--- src/rtl/kb_event_queue.sv ---
// kb_event_queue: PS/2 Set-2 prefix parser feeding a show-ahead event FIFO.
// Each completed scancode sequence becomes one 10-bit event {break, extended, code}.
// Optional feature macro: KB_BREAK_EVENT_EN (defined = break events are queued;
// undefined = F0 sequences are consumed but not queued, and event bit [9] is tied to 0).
module kb_event_queue #(
  parameter int DEPTH_LOG2 = 3
) (
  input  logic                  clk_i,
  input  logic                  rst_i,
  input  logic                  byte_valid_i,
  input  logic [7:0]            byte_i,
  input  logic                  rd_i,
  input  logic                  clr_ovf_i,
  output logic [9:0]            event_o,
  output logic                  empty_o,
  output logic                  full_o,
  output logic [DEPTH_LOG2:0]   count_o,
  output logic                  ovf_o,
  output logic                  bat_ok_o
);

  localparam int DEPTH = 1 << DEPTH_LOG2;
  localparam logic [DEPTH_LOG2:0]   FULL_CNT = {1'b1, {DEPTH_LOG2{1'b0}}};
  localparam logic [DEPTH_LOG2:0]   CNT_ONE  = {{DEPTH_LOG2{1'b0}}, 1'b1};
  localparam logic [DEPTH_LOG2-1:0] PTR_ONE  = {{(DEPTH_LOG2-1){1'b0}}, 1'b1};

`ifdef KB_BREAK_EVENT_EN
  localparam logic BREAK_EN = 1'b1;
`else
  localparam logic BREAK_EN = 1'b0;
`endif

  typedef enum logic [2:0] {
    ST_IDLE   = 3'd0,
    ST_EXT    = 3'd1,
    ST_BRK    = 3'd2,
    ST_EXTBRK = 3'd3,
    ST_SKIP   = 3'd4
  } state_t;

  // Parser state
  state_t      state_q, state_d;
  logic [2:0]  skip_q, skip_d;
  logic        push;
  logic [9:0]  push_data;
  logic        bat_set;

  // FIFO state
  logic [9:0]            mem_q [DEPTH];
  logic [DEPTH_LOG2-1:0] wr_ptr_q, wr_ptr_d;
  logic [DEPTH_LOG2-1:0] rd_ptr_q, rd_ptr_d;
  logic [DEPTH_LOG2:0]   count_q, count_d;
  logic                  ovf_q, ovf_d;
  logic                  bat_ok_q, bat_ok_d;
  logic                  wr_en, rd_en, overflow;
  logic                  empty, full;
  logic [9:0]            head;

  // Parser next-state: advances only when a byte is delivered
  always_comb begin
    state_d   = state_q;
    skip_d    = skip_q;
    push      = 1'b0;
    push_data = 10'h000;
    bat_set   = 1'b0;
    if (byte_valid_i) begin
      case (state_q)
        ST_IDLE: begin
          case (byte_i)
            8'hE0: state_d = ST_EXT;
            8'hF0: state_d = ST_BRK;
            8'hE1: begin
              state_d = ST_SKIP;
              skip_d  = 3'd7;
            end
            8'hAA: bat_set = 1'b1;
            // Keyboard acks/echo/resend/error bytes carry no key information
            8'hFA, 8'hEE, 8'hFE, 8'h00, 8'hFF: ;
            default: begin
              push      = 1'b1;
              push_data = {2'b00, byte_i};
            end
          endcase
        end
        ST_EXT: begin
          case (byte_i)
            8'hF0: state_d = ST_EXTBRK;
            8'hE0, 8'hE1: ;
            default: begin
              push      = 1'b1;
              push_data = {2'b01, byte_i};
              state_d   = ST_IDLE;
            end
          endcase
        end
        ST_BRK: begin
          if (byte_i != 8'hE0 && byte_i != 8'hF0) begin
            push      = BREAK_EN;
            push_data = {2'b10, byte_i};
            state_d   = ST_IDLE;
          end
        end
        ST_EXTBRK: begin
          if (byte_i != 8'hE0 && byte_i != 8'hF0) begin
            push      = BREAK_EN;
            push_data = {2'b11, byte_i};
            state_d   = ST_IDLE;
          end
        end
        ST_SKIP: begin
          // The Pause sequence is opaque; its last byte yields a single Pause make
          skip_d = skip_q - 3'd1;
          if (skip_q <= 3'd1) begin
            skip_d    = 3'd0;
            push      = 1'b1;
            push_data = {2'b01, 8'h77};
            state_d   = ST_IDLE;
          end
        end
        default: begin
          state_d = ST_IDLE;
          skip_d  = 3'd0;
        end
      endcase
    end
  end

  assign empty = (count_q == '0);
  assign full  = (count_q == FULL_CNT);

  // FIFO control: pop is ignored when empty, write allowed when not full or when popping
  always_comb begin
    rd_en    = rd_i & ~empty;
    wr_en    = push & (~full | rd_en);
    overflow = push & full & ~rd_en;
    wr_ptr_d = wr_en ? (wr_ptr_q + PTR_ONE) : wr_ptr_q;
    rd_ptr_d = rd_en ? (rd_ptr_q + PTR_ONE) : rd_ptr_q;
    count_d  = count_q;
    if (wr_en && !rd_en) begin
      count_d = count_q + CNT_ONE;
    end else if (!wr_en && rd_en) begin
      count_d = count_q - CNT_ONE;
    end
    // A new overflow takes precedence over a clear in the same cycle
    ovf_d = ovf_q;
    if (overflow) begin
      ovf_d = 1'b1;
    end else if (clr_ovf_i) begin
      ovf_d = 1'b0;
    end
    bat_ok_d = bat_ok_q | bat_set;
  end

  // Control registers with asynchronous active-low reset
  always_ff @(posedge clk_i or negedge rst_i) begin
    if (!rst_i) begin
      state_q  <= ST_IDLE;
      skip_q   <= 3'd0;
      wr_ptr_q <= '0;
      rd_ptr_q <= '0;
      count_q  <= '0;
      ovf_q    <= 1'b0;
      bat_ok_q <= 1'b0;
    end else begin
      state_q  <= state_d;
      skip_q   <= skip_d;
      wr_ptr_q <= wr_ptr_d;
      rd_ptr_q <= rd_ptr_d;
      count_q  <= count_d;
      ovf_q    <= ovf_d;
      bat_ok_q <= bat_ok_d;
    end
  end

  // Event storage: contents need no reset because output is masked while empty
  always_ff @(posedge clk_i) begin
    if (wr_en) begin
      mem_q[wr_ptr_q] <= push_data;
    end
  end

  assign head     = mem_q[rd_ptr_q];
  assign event_o  = empty ? 10'h000 : {head[9] & BREAK_EN, head[8:0]};
  assign empty_o  = empty;
  assign full_o   = full;
  assign count_o  = count_q;
  assign ovf_o    = ovf_q;
  assign bat_ok_o = bat_ok_q;

endmodule
--- config.mk ---
export PLATFORM = sky130hd
export DESIGN_NAME = kb_event_queue
export DESIGN_NICKNAME = d
export VERILOG_FILES = /design/src/rtl/kb_event_queue.sv
export SDC_FILE = /design/constraint.sdc
export NUM_CORES = 1
export LEC_CHECK = 0
export ABC_AREA = 1
export CORE_ASPECT_RATIO = 0.6
export CORE_MARGIN = 4
export CORE_UTILIZATION = 60
export CTS_BUF_LIST = sky130_fd_sc_hd__clkbuf_8
export CTS_CLUSTER_DIAMETER = 30
export DETAILED_ROUTE_END_ITERATION = 8
export GPL_ROUTABILITY_DRIVEN = 0
export PLACE_DENSITY = 0.86
export SYNTH_ARGS = -nofsm -noshare
export SYNTH_HDL_FRONTEND = slang
export SYNTH_SLANG_ARGS = --single-unit
--- constraint.sdc ---
create_clock -name clk_i -period 4.8 [get_ports clk_i]
set_clock_uncertainty 0.1 [all_clocks]
set_input_delay 0.48 -clock clk_i [delete_from_list [all_inputs] [get_ports clk_i]]
set_output_delay 0.48 -clock clk_i [all_outputs]
set_load 0.02 [all_outputs]
==> metrics.csv <==
stage;metric;value;unit
status;status;complete, no violations;
clocking;cts.repair.resized;0;
synthesis;synth_area;4487;um^2
routing;wl_met3;972;um
synthesis;yosysSeqAreaShare;58.23;%
floorplanning;fp-row-count;24;
routing;topRoutingLayerUsed;met4;
floorplanning;core;7267;um^2
clocking;cts.sinks;90;
routing;drt_wl_total;9.930;mm
setup_path;critical_path.max_fanout;12;
timing;finalMaxSlewViolations;0;
pwr;leakage;0.001928;uW
routing;met1_length;4.485;mm
cells_and_area;layout_common_cells;nor2_1, edfxtp_1, nand2_1;
timing;hold_violations;0;
synthesis;synth_fp_nets;477;
cells_and_area;layout_commonest_cell;nor2_1;
routing;wl_per_cell;16.89;um
timing;maxSlewHeadroom;25.63;%
floorplanning;start_util;61.74;%
clocking;cts_setup_buffers;0;
synthesis;ys_ff_latch;90;
grt;grt_use_total;23.69;%
timing;finalSetupTns;0;ps
cells_and_area;finalInstanceArea;5026;um^2
routing;wl_met2;4.305;mm
pwr;p_per_area;601.1;nW/um^2
clocking;clockBufferDepth;2;
clocking;cts_tree;built;
pwr;clkPwrFrac;18.0;%
clocking;cts_inserted_buffers;9;
floorplanning;die_h;74.99;um
grt;grt_pass1_vias;3136;
setup_path;rr_startpoint;state_q[1]$_DFFE_PN0P_;
timing;min_period;3400;ps
clocking;root_buffer;clkbuf_8;
worst_hold_path;hold_path.class;reg -> reg;
setup_path;rrSetupSlack;1400;ps
pwr;irDropWorstVdd;367.2;uV
setup_path;cp.required;4950;ps
clocking;hold_buffers;0;
routing;post_drt_via_cell_ratio;5.891;
setup_path;path_class;reg -> reg;
timing;setup_viol;0;
pwr;pwr-share-seq;38.7;%
setup_path;endpoint_kind;flip-flop;
synthesis;avgSynthCellArea;9.839;um^2
cells_and_area;fill_cells;571;
placed_design;dp_hpwl;6.715;mm
setup_path;max_stage_delay;570;ps
worst_hold_path;holdPathStages;1;
cells_and_area;nets;500;
synthesis;synthCells;456;
setup_path;crit_top_cell;nor2_1;
pwr;p_comb_share;43.3;%
pwr;power.switching;1201;uW
clocking;htreeDepth;3;
setup_path;slowest_stage;nor2_1;
cells_and_area;drive_gt1_share;9.504;%
pwr;p_int;1820;uW
grt;antenna_found_initial;0;
cells_and_area;area_delta_synth_final;12.02;%
timing;worst_pin_slew;1116;ps
routing;drtAntennaViolNets;0;
clocking;clk-insertion-delay-late;360;ps
placed_design;dpl_cell_area;4817;um^2
clocking;clkTransAtPathRegs;90;ps
cells_and_area;diodes;0;
routing;drc;0;
synthesis;ys_warn_count;0;
worst_hold_path;hold_start;bat_ok_o$_DFF_PN0_;
placed_design;portBuffers;29;
timing;fmax;294.1;MHz
routing;dr.first_iter.drc_count;417;
grt;grt_pass1_wl;16.10;mm
setup_path;timing.rr.end;count_o[3]$_DFFE_PN0P_;
floorplanning;io_pins;31;
worst_hold_path;hold-path-endpoint;bat_ok_o$_DFF_PN0_;
floorplanning;die_area;8971;um^2
floorplanning;die_x;119.6;um
synthesis;ys_types;35;
grt;grt.overflow.total;0;
flow_run;maxCapViolCount;0;
setup_path;cp_cell_sequence;nor2_2 > inv_1 > nor2_1 > nand2_1 > nor2_1 > nand3_2 > nand2_4 > nand3_4 > inv_1 > ha_1 > inv_1 > ha_1 > a21o_1 > a21oi_1 > nor2_1 > nor2_1 > nand2_1 > xor2_1;
setup_path;cp.arrival;3550;ps
grt;grt_max_degree;39;
timing;fin_crit_sh;70.83;%
pwr;swShare;39.75;%
routing;drtPass1Iterations;5;
setup_path;ff2ff_path_depth;18;
routing;vias;3464;
timing;rsz0062_at_grt;no;
setup_path;setup.worst_path.start_class;flip-flop;
[worst max-delay path: cells and delay by family (launching register included)]
family | cells | cell delay, ps
simple gates | 10 | 1570
compound gates | 2 | 340
buf+inv | 3 | 270
flops | 1 | 420
xor+xnor | 1 | 130
fa+ha+maj | 2 | 450
[kinds of logic after synthesis]
group	after synthesis	synth area share, %
xor+xnor	7	1.366
mux	2	0.5019
compound gates	81	10.82
buf+inv	56	5.354
flops	90	58.23
other cells	1	0.08358
fa+ha+maj	8	2.398
simple gates	211	21.25
[worst max path at each step]
| stage | startpoint | to | slack [ps] | cells past startpoint |
|---|---|---|---|---|
| finish | state_q[1]$_DFFE_PN0P_ | count_o[3]$_DFFE_PN0P_ | 1400 | 18 |
| global route | state_q[1]$_DFFE_PN0P_ | count_o[3]$_DFFE_PN0P_ | 990 | 18 |
| CTS | rd_ptr_q[1]$_DFFE_PN0P_ | event_o[5] | 1380 | 5 |
| detailed placement | byte_i[6] | count_o[3]$_DFFE_PN0P_ | 1220 | 19 |
| global placement | byte_i[0] | count_o[3]$_DFFE_PN0P_ | 1320 | 18 |
| floorplan | byte_i[1] | count_o[3]$_DFFE_PN0P_ | 2040 | 20 |
[power groups by stage]
stage | logic (uW) | clock network, uW | registers, uW
5_1_grt | 1460 | 583 | 1190
4_1_cts | 1310 | 548 | 1170
3_3_place_gp | 1260 | 0 | 1180
2_1_floorplan | 937 | 0 | 1130
3_5_place_dp | 1300 | 0 | 1190
6_report | 1310 | 543 | 1170
[stage by stage]
stage                     utilization (%)  hold WS (ps)  setup WS [ps]  total power [uW]  instances
final                               69.16         401.4           1400              3021        588
after CTS                           69.16         403.3           1381              3030        588
after detailed placement            66.29         381.1           1224              2489        572
after floorplan                         -         84.41           2041              2063        456
after global routing                69.16         419.2          990.7              3233        588
after global placement              66.29         378.0           1317              2443        572
[layout make-up]
| class | instances | area [um^2] | share of cell area, % |
|---|---|---|---|
| inverter | 38 | 142.6 | 2.838 |
| tap | 104 | 130.1 | 2.589 |
| clock inverter | 7 | 85.08 | 1.693 |
| multi-input combinational | 310 | 1634 | 32.51 |
| timing repair buffer | 30 | 297.8 | 5.925 |
| clock buffer | 9 | 123.9 | 2.465 |
| sequential | 90 | 2613 | 51.98 |
[flip-flops by register name (all words and copies together) (netlist names)]
register	count
wr_ptr_q	3
mem_q	72
skip_q	3
ovf_o	1
rd_ptr_q	3
count_o	4
bat_ok_o	1
state_q	3
[metal layers]
layer,up-vias,global-route usage (%)
li1,1624,-
met1,1620,35.34
met2,196,34.69
met3,24,6.757
met4,0,6.091
met5,-,0
[cells in the mapped netlist (all sizes together)]
master  count  area, um^2
o21bai      2       15.01
nand3      28       162.7
clkinv      1       3.750
a21o        1       7.510
o32ai      18       157.7
ha          7       87.58
a21oi      13       65.06
nand4      11       68.82
dfrtp      18       450.4
xnor2       3       26.28
edfxtp     72        2162
mux2        2       22.52
a211oi      2       15.01
conb        1       3.750
fa          1       20.02
xor2        4       35.03
clkbuf      7       26.28
o21ai      45       225.2
nand2      58       247.7
inv        37       138.9
buf        11       71.31
nor3        1       5.000
nor2      112       462.9
or2         1       6.260
Note: power is estimated with default switching activity, not from simulation.
